--- config.mk ---
export PLATFORM = sky130hd
export DESIGN_NAME = shift_unit_flat
export DESIGN_NICKNAME = d
export VERILOG_FILES = /design/src/rtl/shift_unit_if.sv /design/src/rtl/shift_unit.sv /design/src/flat_wrapper.sv
export SDC_FILE = /design/constraint.sdc
export NUM_CORES = 1
export LEC_CHECK = 0
export ABC_AREA = 1
export CAP_MARGIN = 20
export CORE_MARGIN = 3
export CORE_UTILIZATION = 52
export DETAILED_ROUTE_END_ITERATION = 8
export PLACE_DENSITY = 0.83
export SLEW_MARGIN = 15
export SYNTH_ARGS = -nofsm -noshare
export SYNTH_HDL_FRONTEND = slang
export SYNTH_SLANG_ARGS = --single-unit
--- constraint.sdc ---
create_clock -name clk -period 2.6 [get_ports clk]
set_input_delay 0.39 -clock clk [delete_from_list [all_inputs] [get_ports clk]]
set_output_delay 0.39 -clock clk [all_outputs]
set_load 0.02 [all_outputs]
--- src/rtl/shift_unit_if.sv ---
// Handshake and result bundle for shift_unit: start/op/a/amt in, busy/done/result flags out.
interface shift_unit_if #(
  parameter int WIDTH = 8,
  parameter int AMT_W = 3
);
  logic             start;
  logic [1:0]       op;
  logic [WIDTH-1:0] a;
  logic [AMT_W-1:0] amt;
  logic             busy;
  logic             done;
  logic [WIDTH-1:0] y;
  logic             carry;
  logic             ovf;
  logic             zero;

  modport master (
    output start, op, a, amt,
    input  busy, done, y, carry, ovf, zero
  );

  modport slave (
    input  start, op, a, amt,
    output busy, done, y, carry, ovf, zero
  );
endinterface

--- src/rtl/shift_unit.sv ---
// Multi-cycle SLL/SRL/SRA/ROL unit, one bit position per clock with start/busy/done handshake.
// Define SHIFT_UNIT_ROTATE_EN to enable ROL on op=11; otherwise op=11 acts as SLL.
module shift_unit #(
  parameter int WIDTH = 8,
  parameter int AMT_W = 3
) (
  input logic         clk,
  input logic         rst,
  shift_unit_if.slave bus
);

  typedef enum logic [1:0] {
    IDLE,
    SHIFT,
    DONE
  } state_t;

  state_t           state;
  logic [AMT_W-1:0] cnt;
  logic [1:0]       op_q;

  logic [WIDTH-1:0] y_nxt;
  logic             carry_nxt;
  logic             ovf_step;

  // Single-step datapath; op=11 falls into the SLL default unless rotate is built in.
  always_comb begin
    y_nxt     = {bus.y[WIDTH-2:0], 1'b0};
    carry_nxt = bus.y[WIDTH-1];
    ovf_step  = bus.y[WIDTH-1] ^ bus.y[WIDTH-2];
    case (op_q)
      2'b01: begin
        y_nxt     = {1'b0, bus.y[WIDTH-1:1]};
        carry_nxt = bus.y[0];
        ovf_step  = 1'b0;
      end
      2'b10: begin
        y_nxt     = {bus.y[WIDTH-1], bus.y[WIDTH-1:1]};
        carry_nxt = bus.y[0];
        ovf_step  = 1'b0;
      end
`ifdef SHIFT_UNIT_ROTATE_EN
      2'b11: begin
        y_nxt     = {bus.y[WIDTH-2:0], bus.y[WIDTH-1]};
        carry_nxt = bus.y[WIDTH-1];
        ovf_step  = 1'b0;
      end
`endif
      default: ;
    endcase
  end

  always_ff @(posedge clk) begin
    if (rst) begin
      state     <= IDLE;
      cnt       <= '0;
      op_q      <= '0;
      bus.busy  <= 1'b0;
      bus.done  <= 1'b0;
      bus.y     <= '0;
      bus.carry <= 1'b0;
      bus.ovf   <= 1'b0;
      bus.zero  <= 1'b1;
    end else begin
      case (state)
        IDLE: begin
          if (bus.start) begin
            bus.y     <= bus.a;
            bus.zero  <= (bus.a == '0);
            bus.carry <= 1'b0;
            bus.ovf   <= 1'b0;
            bus.busy  <= 1'b1;
            cnt       <= bus.amt;
            op_q      <= bus.op;
            if (bus.amt != '0) begin
              state <= SHIFT;
            end else begin
              state    <= DONE;
              bus.done <= 1'b1;
            end
          end
        end
        SHIFT: begin
          bus.y     <= y_nxt;
          bus.zero  <= (y_nxt == '0);
          bus.carry <= carry_nxt;
          bus.ovf   <= bus.ovf | ovf_step;
          cnt       <= cnt - 1'b1;
          if (cnt == AMT_W'(1)) begin
            state    <= DONE;
            bus.done <= 1'b1;
          end
        end
        DONE: begin
          bus.done <= 1'b0;
          bus.busy <= 1'b0;
          state    <= IDLE;
        end
        default: state <= IDLE;
      endcase
    end
  end

endmodule

--- src/flat_wrapper.sv ---
// flat-port wrapper written by rule: the top's interface ports become plain ports
module shift_unit_flat 
#(
  parameter int WIDTH = 8,
  parameter int AMT_W = 3
)
  (clk, rst, bus_start, bus_op, bus_a, bus_amt, bus_busy, bus_done, bus_y, bus_carry, bus_ovf, bus_zero);
  shift_unit_if #(.WIDTH(WIDTH), .AMT_W(AMT_W)) bus_i ();
  input logic clk;
  input logic rst;
  input wire logic [$bits(bus_i.start)-1:0] bus_start;
  input wire logic [$bits(bus_i.op)-1:0] bus_op;
  input wire logic [$bits(bus_i.a)-1:0] bus_a;
  input wire logic [$bits(bus_i.amt)-1:0] bus_amt;
  output wire logic [$bits(bus_i.busy)-1:0] bus_busy;
  output wire logic [$bits(bus_i.done)-1:0] bus_done;
  output wire logic [$bits(bus_i.y)-1:0] bus_y;
  output wire logic [$bits(bus_i.carry)-1:0] bus_carry;
  output wire logic [$bits(bus_i.ovf)-1:0] bus_ovf;
  output wire logic [$bits(bus_i.zero)-1:0] bus_zero;
  assign bus_i.start = bus_start;
  assign bus_i.op = bus_op;
  assign bus_i.a = bus_a;
  assign bus_i.amt = bus_amt;
  assign bus_busy = bus_i.busy;
  assign bus_done = bus_i.done;
  assign bus_y = bus_i.y;
  assign bus_carry = bus_i.carry;
  assign bus_ovf = bus_i.ovf;
  assign bus_zero = bus_i.zero;
  shift_unit #(.WIDTH(WIDTH), .AMT_W(AMT_W)) u_core (.clk(clk), .rst(rst), .bus(bus_i));
endmodule
# After elaboration in Yosys (flattened, before gate mapping)
# Cells that the tools add are included.
dict set report op_classes {
  reduce_logical 13
  mux 22
  bitwise_logic 2
  eq_ne 8
  add_sub_neg 1
}
# op n
set op_table {}
lappend op_table {{$pmux W8 S2} 2}
lappend op_table {{$logic_not A8 Y1} 2}
lappend op_table {{$mux W1} 8}
lappend op_table {{$mux W8} 1}
lappend op_table {{$pmux W1 S2} 4}
lappend op_table {{$reduce_and A2 Y1} 4}
lappend op_table {{$mux W2} 3}
lappend op_table {{$pmux W3 S2} 1}
lappend op_table {{$reduce_bool A3 Y1} 2}
lappend op_table {{$eq A2 B1 Y1 const B} 2}
lappend op_table {{$eq A2 B2 Y1 const B} 2}
lappend op_table {{$ne A2 B2 Y1 const B} 2}
lappend op_table {{$pmux W2 S2} 1}
lappend op_table {{$reduce_and A4 Y1} 1}
lappend op_table {{$reduce_bool A2 Y1} 2}
lappend op_table {{$eq A3 B1 Y1 const B} 1}
lappend op_table {{$mux W3} 1}
lappend op_table {{$pmux W1 S3} 1}
lappend op_table {{$sub A3 B1 Y3 const B} 1}
lappend op_table {{$logic_not A2 Y1} 1}
lappend op_table {{$ne A2 B1 Y1 const B} 1}
lappend op_table {{$reduce_or A2 Y1} 1}
lappend op_table {{$or A1 B1 Y1} 1}
lappend op_table {{$xor A1 B1 Y1} 1}
dict set report word_totals {
  wordCells 55
  out_inout_bits 13
  input_bits 16
  register_bits 20
}

# Depth between registers and ports, before layout
# Gate-level depths: netlist (run 1).
dict set report depth {
  depth_word 5
  ltp_mapped 11
  mapped_depth_nobuf 11
}

# Worst setup path after synthesis (run 1)
# OpenSTA, ideal clock, no wires.
dict set report synth_timing {
  path_type {reg2reg}
  from {reg u_core.op_q[0]}
  to {reg u_core.bus.zero}
  period_less_slack_ns 1.340
  setup_ns 0.058
  t_arrival_ns 1.283
  t_required_ns 2.542
  n_path_buf 1
  path_stages_with_launch 11
  path_slack_ns 1.260
  cell_sequence {dfxtp_1 inv_1 ha_1 buf_6 nand2_1 inv_1 nor2_1 nand2_1 nor2_1 nand2_1 nand2_1}
}
dict set report synth_between {
  elab_chain_cells 4
  elab_cells_between_ends 5
  classes_between {2 x eq/ne; 2 x mux; 1 x reduce/logical}
}
# element line
set synth_lines {}
lappend synth_lines {{from (decl)} shift_unit.sv:20} ;# logic [1:0] op_q;
lappend synth_lines {{from (signal assigned)} shift_unit.sv:74} ;# op_q <= bus.op;
lappend synth_lines {{$eq A2 B2 Y1 / $eq A2 B1 Y1 (equally long branches)} shift_unit.sv:31} ;# case (op_q)
lappend synth_lines {{$pmux W8 S2 (*)} shift_unit.sv:31}
lappend synth_lines {{$logic_not A8 Y1 (*)} shift_unit.sv:85} ;# bus.zero <= (y_nxt == '0);
lappend synth_lines {{$pmux W1 S2 (*)} shift_unit.sv:65} ;# case (state)
lappend synth_lines {{to (signal assigned)} shift_unit.sv:69} ;# bus.zero <= (bus.a == '0);
lappend synth_lines {{to (signal assigned)} shift_unit.sv:85}
lappend synth_lines {{to (decl)} shift_unit_if.sv:24} ;# output busy, done, y, carry, ovf, zero
# Mark *: on every way between the ends. The rest lies on a longest branch, timed or not.
# A chain may end at the register's enable or synchronous reset.

# Final worst setup path (run 1)
dict set report layout_timing {
  from {reg u_core.bus.y[1]}
  to {out bus_y[1]}
}
# element line
set layout_rtl {}
lappend layout_rtl {{from (decl)} shift_unit_if.sv:24}
lappend layout_rtl {{from (signal assigned)} shift_unit.sv:68} ;# bus.y <= bus.a;
lappend layout_rtl {{from (signal assigned)} shift_unit.sv:84} ;# bus.y <= y_nxt;
lappend layout_rtl {{to (decl)} flat_wrapper.sv:17} ;# output wire logic [$bits(bus_i.y)-1:0] bus_y;
# No word-level cell between the ends.

==> results of run 1 <==
## worst max-delay path by stage
stage / start / end / slack, ns / cells after the start
after floorplan: u_core.op_q[0]$_SDFFE_PP0P_ / u_core.bus.zero$_SDFFE_PP1P_ / 1.26 / 10
after global placement: bus_start / u_core.bus.y[6]$_SDFFE_PP0P_ / 0.79 / 5
after detailed placement: bus_start / u_core.bus.y[6]$_SDFFE_PP0P_ / 0.79 / 5
after CTS: u_core.bus.y[0]$_SDFFE_PP0P_ / bus_y[0] / 0.86 / 1
after global routing: u_core.op_q[0]$_SDFFE_PP0P_ / u_core.bus.zero$_SDFFE_PP1P_ / 0.70 / 10
final: u_core.bus.y[1]$_SDFFE_PP0P_ / bus_y[1] / 0.86 / 1
## layer usage
layer	part of all wire [%]	vias up
li1	-	640
met1	42	561
met2	50	52
met3	7.7	4
met4	0.62	0
met5	0	-
## registers in the layout (all words and copies together) (netlist names)
| name | cells |
|---|---|
| u_core.bus.y | 8 |
| u_core.cnt | 3 |
| u_core.op_q | 2 |
| u_core.state | 2 |
| u_core.bus.busy | 1 |
| u_core.bus.carry | 1 |
| u_core.bus.done | 1 |
| u_core.bus.ovf | 1 |
| u_core.bus.zero | 1 |
## logic make-up after synthesis
kind of cell | count (synthesis) | synth area share [%]
AOI/OAI and AO/OA | 38 | 18.75
buffers and inverters | 33 | 12.40
DFF | 20 | 33.33
adders and majority gates | 4 | 4.167
and+or+nand+nor | 94 | 31.35
## cell type report
class | count | area, um2 | area share (%)
inverters | 28 | 105.1 | 7.035
multi-input cells | 136 | 651.9 | 43.63
flip-flops and latches | 20 | 400.4 | 26.80
well taps | 27 | 33.78 | 2.261
repair buffers | 28 | 280.3 | 18.76
clock buffers | 3 | 22.52 | 1.508
## layout by cell type, fill, tap and decap left out, drive strengths merged
| master | n |
|---|---|
| o211ai | 1 |
| clkbuf | 3 |
| clkdlybuf4s50 | 28 |
| nand4 | 1 |
| o21ai | 14 |
| dfxtp | 20 |
| a21oi | 22 |
| nand2 | 60 |
| nand3b | 1 |
| o21a | 1 |
| inv | 28 |
| nor2 | 26 |
| ha | 4 |
| nand3 | 6 |
## power by group
part	total, mW	switching, mW	internal [mW]	leakage, nW
Clock	0.148	0.0936	0.0540	0.0138
Combinational	0.314	0.187	0.128	0.520
Sequential	0.374	0.0319	0.342	0.165
## per-stage QoR
step	worst slack (ns)	hold slack [ns]	total power, mW
2_1_floorplan	1.260	0.4506	0.5921
3_3_place_gp	0.7908	0.4457	0.6818
3_5_place_dp	0.7924	0.4563	0.6924
4_1_cts	0.8583	0.4728	0.8354
5_1_grt	0.7031	0.5019	0.8933
6_report	0.8599	0.4658	0.8356
==> impl_metrics.toml, run 1 <==
[finish]
fin_area_um2 = 1494
fin_cells = 242
n_fill_cell = 181
fin_util_pct = 71.75
drive_gt1_share_pct = 6.512
area.growth.synth_to_final_pct = 24.37
num_antenna_cells = 0
final_nets = 237

[worst_setup_path]
crit_required_ns = 2.21
path_cells = "clkdlybuf4s50_1"
critPathTopFamily = "buffers and inverters"
critPathKind = "register to primary output"
crit_buf_inv = 1
startpoint_type = "register"
r2r-start = "u_core.op_q[0]$_SDFFE_PP0P_"
r2r-end = "u_core.bus.zero$_SDFFE_PP1P_"
reg2reg_setup_slack_ns = 0.89
worstPathMaxFanout = 4
crit_arrival_ns = 1.35
worst_r2r_path_depth = 10
critPathSlowestCell = "clkdlybuf4s50_1"
crit_path_end_kind = "primary output"
worst_path_largest_cell_delay_ns = 0.64

[clock_tree]
post_cts_buffers = 0
path_clk_slew_ns = 0.11
postCtsHoldBufs = 0
cts.sinks = 20
cts_tree = "done"
h-tree-depth = 1
clockBufferDepth = 2
cts_root_buf = "clkbuf_4"
postCtsResizedCells = 0
cts_buffers = 3
clk_latency_ns = 0.30

[logic_synthesis]
ys_types = 21
synth_most_common_cell = "nand2_1"
synth-seq-cells = 20
synth_edf_count = 0
async_flop_share_pct = 0
synth_cells = 189
yosysSeqAreaShare_pct = 33.33
synth_nets = 209
yosys_warnings = 0
synth_top_area_share_pct = 33.33
synth_area_leaders = "dfxtp_1 33%, nand2_1 18%, nor2_1 8.1%, a21oi_1 7.9%, inv_1 7.8%"
yosys.area.top_type = "dfxtp_1"
yosys-top-cells-count = "58 x nand2_1, 26 x nor2_1, 25 x inv_1, 20 x dfxtp_1, 19 x a21oi_1"
syn_avg_cell_area_um2 = 6.355
ys.flop_type = "dfxtp_1"
syn_area_um2 = 1201

[floorplan]
start_util_pct = 57.69
fp-row-count = 16
die_y_um = 54.06
die_x_um = 54.06
core_area_um2 = 2082
die_area_um2 = 2922
ios = 29

[global_routing]
grt_usage_pct = 22.32
grt.met1_usage_pct = 25.96
grtUsageMet2_pct = 40.73
overflow = 0
antenna_found_initial = 0
met3_usage_pct = 3.324
grt_pass1_wl_um = 4685
busiest_layer = "met2"
grt_max_degree = 17
grt_pass1_vias = 1104

[place]
routabilityCongestion = 0.9159
dp.cells = 239
dp.final_hpwl_um = 2261
placed_cell_area_um2 = 1471
portBuffers = 28

[drt]
drt-pass1-iter-count = 4
drtAntennaViolNets = 0
vias_per_cell = 5.194
drtIter0Drc = 44
wire_per_inst_um = 12.00
drcViolationCount = 0
num_vias = 1257
wirelength_um = 2905

[timing]
finalSetupViolations = 0
hold_viol = 0
fin_skew_ns = 0.005095
setup_tns_ns = 0
timing.fmax_mhz = 574.7
slew_headroom_pct = 72.62
tightest_slew_ns = 0.4092
period_minus_slack_ns = 1.740
slew_violations = 0
min_period_over_period_pct = 66.93
rsz0062_at_grt = "false"

[hold_path]
whs_endpoint = "u_core.bus.busy$_SDFFE_PP0P_"
hold_depth = 2
hp-class = "register to register"
hold_start = "u_core.bus.busy$_SDFFE_PP0P_"

[power_and_ir_drop]
p_leak_nw = 0.6993
power_density_nw_per_um2 = 559.4
peakVddDrop_v = 0.0003685

[outcome]
status = "complete, no violations"

[flow_run]
maxCapViolCount = 0
No activity file was read; power rests on OpenSTA's default activity.
==> inputs of run 2 (changes only) <==
CORE_UTILIZATION = 48   (was 52)
PLACE_DENSITY = 0.78   (was 0.83)
clock period = 1.61 ns   (was 2.6 ns; I/O delays follow)
==> impl_metrics.toml, run 2 (synthesized netlist as in run 1, its figures left out) <==
[place]
dp.final_hpwl_um = 2317
placed_cell_area_um2 = 1495
portBuffers = 28
dp.cells = 243
routabilityCongestion = 0.8530

[timing]
hold_viol = 0
min_period_over_period_pct = 96.65
slew_violations = 0
rsz0062_at_grt = "false"
timing.fmax_mhz = 642.6
fin_skew_ns = 0.01037
slew_headroom_pct = 78.15
tightest_slew_ns = 0.3273
finalSetupViolations = 0
setup_tns_ns = 0
period_minus_slack_ns = 1.556
holdWs_ns = 0.4747

[clock_tree]
clockBufferDepth = 2
cts.sinks = 20
clk_latency_ns = 0.31
post_cts_buffers = 0
cts_tree = "done"
path_clk_slew_ns = 0.12
cts_root_buf = "clkbuf_4"
postCtsHoldBufs = 0
cts_buffers = 3
h-tree-depth = 1

[drt]
drcViolationCount = 0
drt-pass1-iter-count = 4
num_vias = 1243
wirelength_um = 2937
wire_per_inst_um = 11.89
drtIter0Drc = 32
vias_per_cell = 5.032
drtAntennaViolNets = 0

[worst_setup_path]
critPathTopFamily = "buffers and inverters"
critPathSlowestCell = "clkdlybuf4s50_1"
reg2reg_setup_slack_ns = 0.19
r2r-end = "u_core.bus.zero$_SDFFE_PP1P_"
critPathKind = "register to primary output"
startpoint_type = "register"
r2r-start = "u_core.op_q[1]$_SDFFE_PP0P_"
crit_buf_inv = 1
worstPathMaxFanout = 4
crit_path_end_kind = "primary output"
crit_arrival_ns = 1.31
crit_required_ns = 1.37
worst_r2r_path_depth = 9
worst_path_largest_cell_delay_ns = 0.62
path_cells = "clkdlybuf4s50_1"

[finish]
num_antenna_cells = 0
final_nets = 240
area.growth.synth_to_final_pct = 30.00
drive_gt1_share_pct = 8.676
final_common_cell = "nand2_1"
fin_area_um2 = 1562
reg.largest.list = "u_core.bus.y x8, u_core.cnt x3"
final_cell_mix = "58 x nand2_1, 26 x nor2_1, 25 x inv_1"
largest_reg_flops = 8
fin_cells = 247
n_fill_cell = 211
largest-register = "u_core.bus.y"

[global_routing]
grt_pass1_vias = 1193
grt_max_degree = 16
overflow = 0
antenna_found_initial = 0
grt_pass1_wl_um = 5057
grt_usage_pct = 19.77

[hold_path]
hold_depth = 2
hp-class = "register to register"
whs_endpoint = "u_core.bus.ovf$_SDFFE_PP0P_"
hold_start = "u_core.bus.ovf$_SDFFE_PP0P_"

[flow_run]
maxCapViolCount = 0

[power_and_ir_drop]
p_leak_nw = 0.8292
peakVddDrop_v = 0.0007458
power_density_nw_per_um2 = 915.7
total_power_mw = 1.430

[floorplan]
fp-row-count = 17
start_util_pct = 52.29
die_y_um = 56.03
die_x_um = 56.03
ios = 29
core_area_um2 = 2297
die_area_um2 = 3139

[outcome]
status = "complete, no violations"
run 2: cell count changes in the layout (fill, tap and decap cells not counted), sizes merged:
cell | before | now
dlymetal6s2s | 0 | 7
clkdlybuf4s50 | 28 | 21
clkbuf | 3 | 4
buf | 0 | 3
run 2: power breakdown:
group          internal [mW]  total, mW  switching [mW]  leakage (nW)
combinational          0.222      0.528           0.306         0.643
clock                  0.138      0.299           0.161        0.0210
sequential             0.552      0.603          0.0510         0.165
total                  0.912       1.43           0.518         0.829
run 2: per-stage QoR:
step                      worst slack (ns)  util (%)
final                              0.05386     67.97
after floorplan                     0.2695         -
after CTS                         0.008779     66.67
after global placement              0.1184     65.09
after global routing               0.01871     67.97
after detailed placement           0.07591     65.09
run 2: final cells by class:
cell class	instances	area, um2	area share [%]
inverter	28	105.1	6.731
tap	28	35.03	2.244
multi-input combinational	136	664.4	42.55
timing repair buffer	31	320.3	20.51
sequential	20	400.4	25.64
clock buffer	4	36.28	2.324
run 2: per-layer routing:
layer	share of wire (%)	GRT usage, %
met5	0	0
met4	1.7	10.51
met3	4.4	2.784
met2	48	34.22
met1	45	23.31
run 2: worst max path at each step:
stage | cells after the start | end | start | slack (ns)
5_1_grt | 1 | bus_y[7] | u_core.bus.y[7]$_SDFFE_PP0P_ | 0.02
2_1_floorplan | 10 | u_core.bus.zero$_SDFFE_PP1P_ | u_core.op_q[0]$_SDFFE_PP0P_ | 0.27
4_1_cts | 1 | bus_y[1] | u_core.bus.y[1]$_SDFFE_PP0P_ | 0.009
3_5_place_dp | 10 | u_core.bus.zero$_SDFFE_PP1P_ | u_core.op_q[0]$_SDFFE_PP0P_ | 0.08
6_report | 1 | bus_y[7] | u_core.bus.y[7]$_SDFFE_PP0P_ | 0.05
3_3_place_gp | 5 | u_core.bus.y[1]$_SDFFE_PP0P_ | bus_start | 0.12
run 2: what timing repair did:
action / in CTS / in global routing
hold endpoints to repair: 0 / 0
endpoints found under the setup margin: 0 / 11
gates resized for setup: 0 / 9
==> inputs of run 3 (changes only) <==
HOLD_SLACK_MARGIN = 0.08   (was default)
RECOVER_POWER = 100   (was default)
REMOVE_ABC_BUFFERS = 1   (was default)
==> impl_metrics.toml, run 3 (synthesized netlist as in run 1, its figures left out) <==
[timing]
setup_tns_ns = 0
rsz0062_at_grt = "false"
slew_violations = 0
fin_skew_ns = 0.01460
tightest_slew_ns = 0.3713
min_period_over_period_pct = 98.14
hold_viol = 0
finalSetupViolations = 0
timing.fmax_mhz = 632.9
slew_headroom_pct = 75.18
holdWs_ns = 0.4694
worst_slack_ns = 0.02991
period_minus_slack_ns = 1.580

[worst_setup_path]
critPathTopFamily = "buffers and inverters"
startpoint_type = "register"
worstPathMaxFanout = 4
crit_buf_inv = 1
worst_path_largest_cell_delay_ns = 0.63
critPathKind = "register to primary output"
crit_path_end_kind = "primary output"
crit_required_ns = 1.37
critPathSlowestCell = "clkdlybuf4s50_1"
path_cells = "clkdlybuf4s50_1"
crit_arrival_ns = 1.34

[clock_tree]
cts_tree = "done"
clockBufferDepth = 2
path_clk_slew_ns = 0.12
cts_root_buf = "clkbuf_4"
h-tree-depth = 1
cts_buffers = 3
cts.sinks = 20
post_cts_buffers = 0
clk_latency_ns = 0.31

[drt]
num_vias = 1235
drtIter0Drc = 37
wirelength_um = 2893
drt-pass1-iter-count = 4
wire_per_inst_um = 11.67
drcViolationCount = 0
vias_per_cell = 4.980
drtAntennaViolNets = 0

[global_routing]
overflow = 0
antenna_found_initial = 0
grt_usage_pct = 18.71
grt_pass1_wl_um = 4885
grt_max_degree = 16
grt_pass1_vias = 1184

[finish]
largest_reg_flops = 8
largest-register = "u_core.bus.y"
num_antenna_cells = 0
reg.largest.list = "u_core.bus.y x8, u_core.cnt x3"
multi_input_area_um2 = 664.4
final_nets = 241
n_fill_cell = 230
final_common_cell = "nand2_1"
final_cell_mix = "59 x nand2_1, 27 x inv_1, 25 x nor2_1"
seqCellArea_um2 = 400.4
drive_gt1_share_pct = 8.182
area.growth.synth_to_final_pct = 28.23

[floorplan]
die_area_um2 = 3139
core_area_um2 = 2297
start_util_pct = 52.29
die_x_um = 56.03
die_y_um = 56.03
fp-row-count = 17
ios = 29

[outcome]
status = "complete, no violations"

[place]
portBuffers = 28
dp.final_hpwl_um = 2258
routabilityCongestion = 0.8864
pre_cts_slack_ns = 0.1115

[hold_path]
hp-class = "register to register"

[power_and_ir_drop]
peakVddDrop_v = 0.0007790
p_leak_nw = 0.7268
total_power_mw = 1.534
power_density_nw_per_um2 = 995.9

[flow_run]
maxCapViolCount = 0
run 3: report_power, final:
part           internal, mW  total (mW)  switching [mW]
Sequential            0.552       0.604          0.0516
Combinational         0.215       0.519           0.304
Clock                 0.252       0.411           0.160
Total                  1.02        1.53           0.515
run 3: metal layers:
layer | track usage (%) | up-vias | wire [um]
li1 | - | 651 | -
met1 | 22.27 | 543 | 1318
met2 | 34.39 | 37 | 1399
met3 | 2.320 | 4 | 140
met4 | 5.763 | 0 | 36
met5 | 0 | - | 0
run 3: worst paths after layout:
kind                            slack [ns]                      endpoint  cells past startpoint                    startpoint
worst max-delay path                  0.03                      bus_y[1]                      1  u_core.bus.y[1]$_SDFFE_PP0P_
worst min-delay path                  0.47   u_core.bus.ovf$_SDFFE_PP0P_                      2   u_core.bus.ovf$_SDFFE_PP0P_
worst max register to register        0.18  u_core.bus.done$_SDFFE_PP0P_                      7  u_core.state[0]$_SDFFE_PP0P_
worst min register to register        0.47   u_core.bus.ovf$_SDFFE_PP0P_                      2   u_core.bus.ovf$_SDFFE_PP0P_
run 3: layout make-up:
cell class                      instances  area share (%)
Multi-Input combinational cell        136           43.14
Sequential cell                        20           26.00
Timing Repair Buffer                   32           18.36
Inverter                               28           6.824
Tap cell                               28           2.275
Clock inverter                          1           1.950
Clock buffer                            3           1.462
run 3: metrics by stage:
stage          std cells  util [%]  instance area [um2]
6_report             248     67.05                 1540
2_1_floorplan        184         -                 1157
3_3_place_gp         244     65.41                 1503
4_1_cts              248     67.70                 1555
3_5_place_dp         244     65.41                 1503
5_1_grt              248     67.05                 1540
run 3: repair_timing:
| action | CTS | global route |
|---|---|---|
| hold buffers | 0 | 0 |
| hold endpoints to repair | 0 | 0 |
| gates resized for setup | 0 | 7 |
| endpoints found under the setup margin | 0 | 8 |
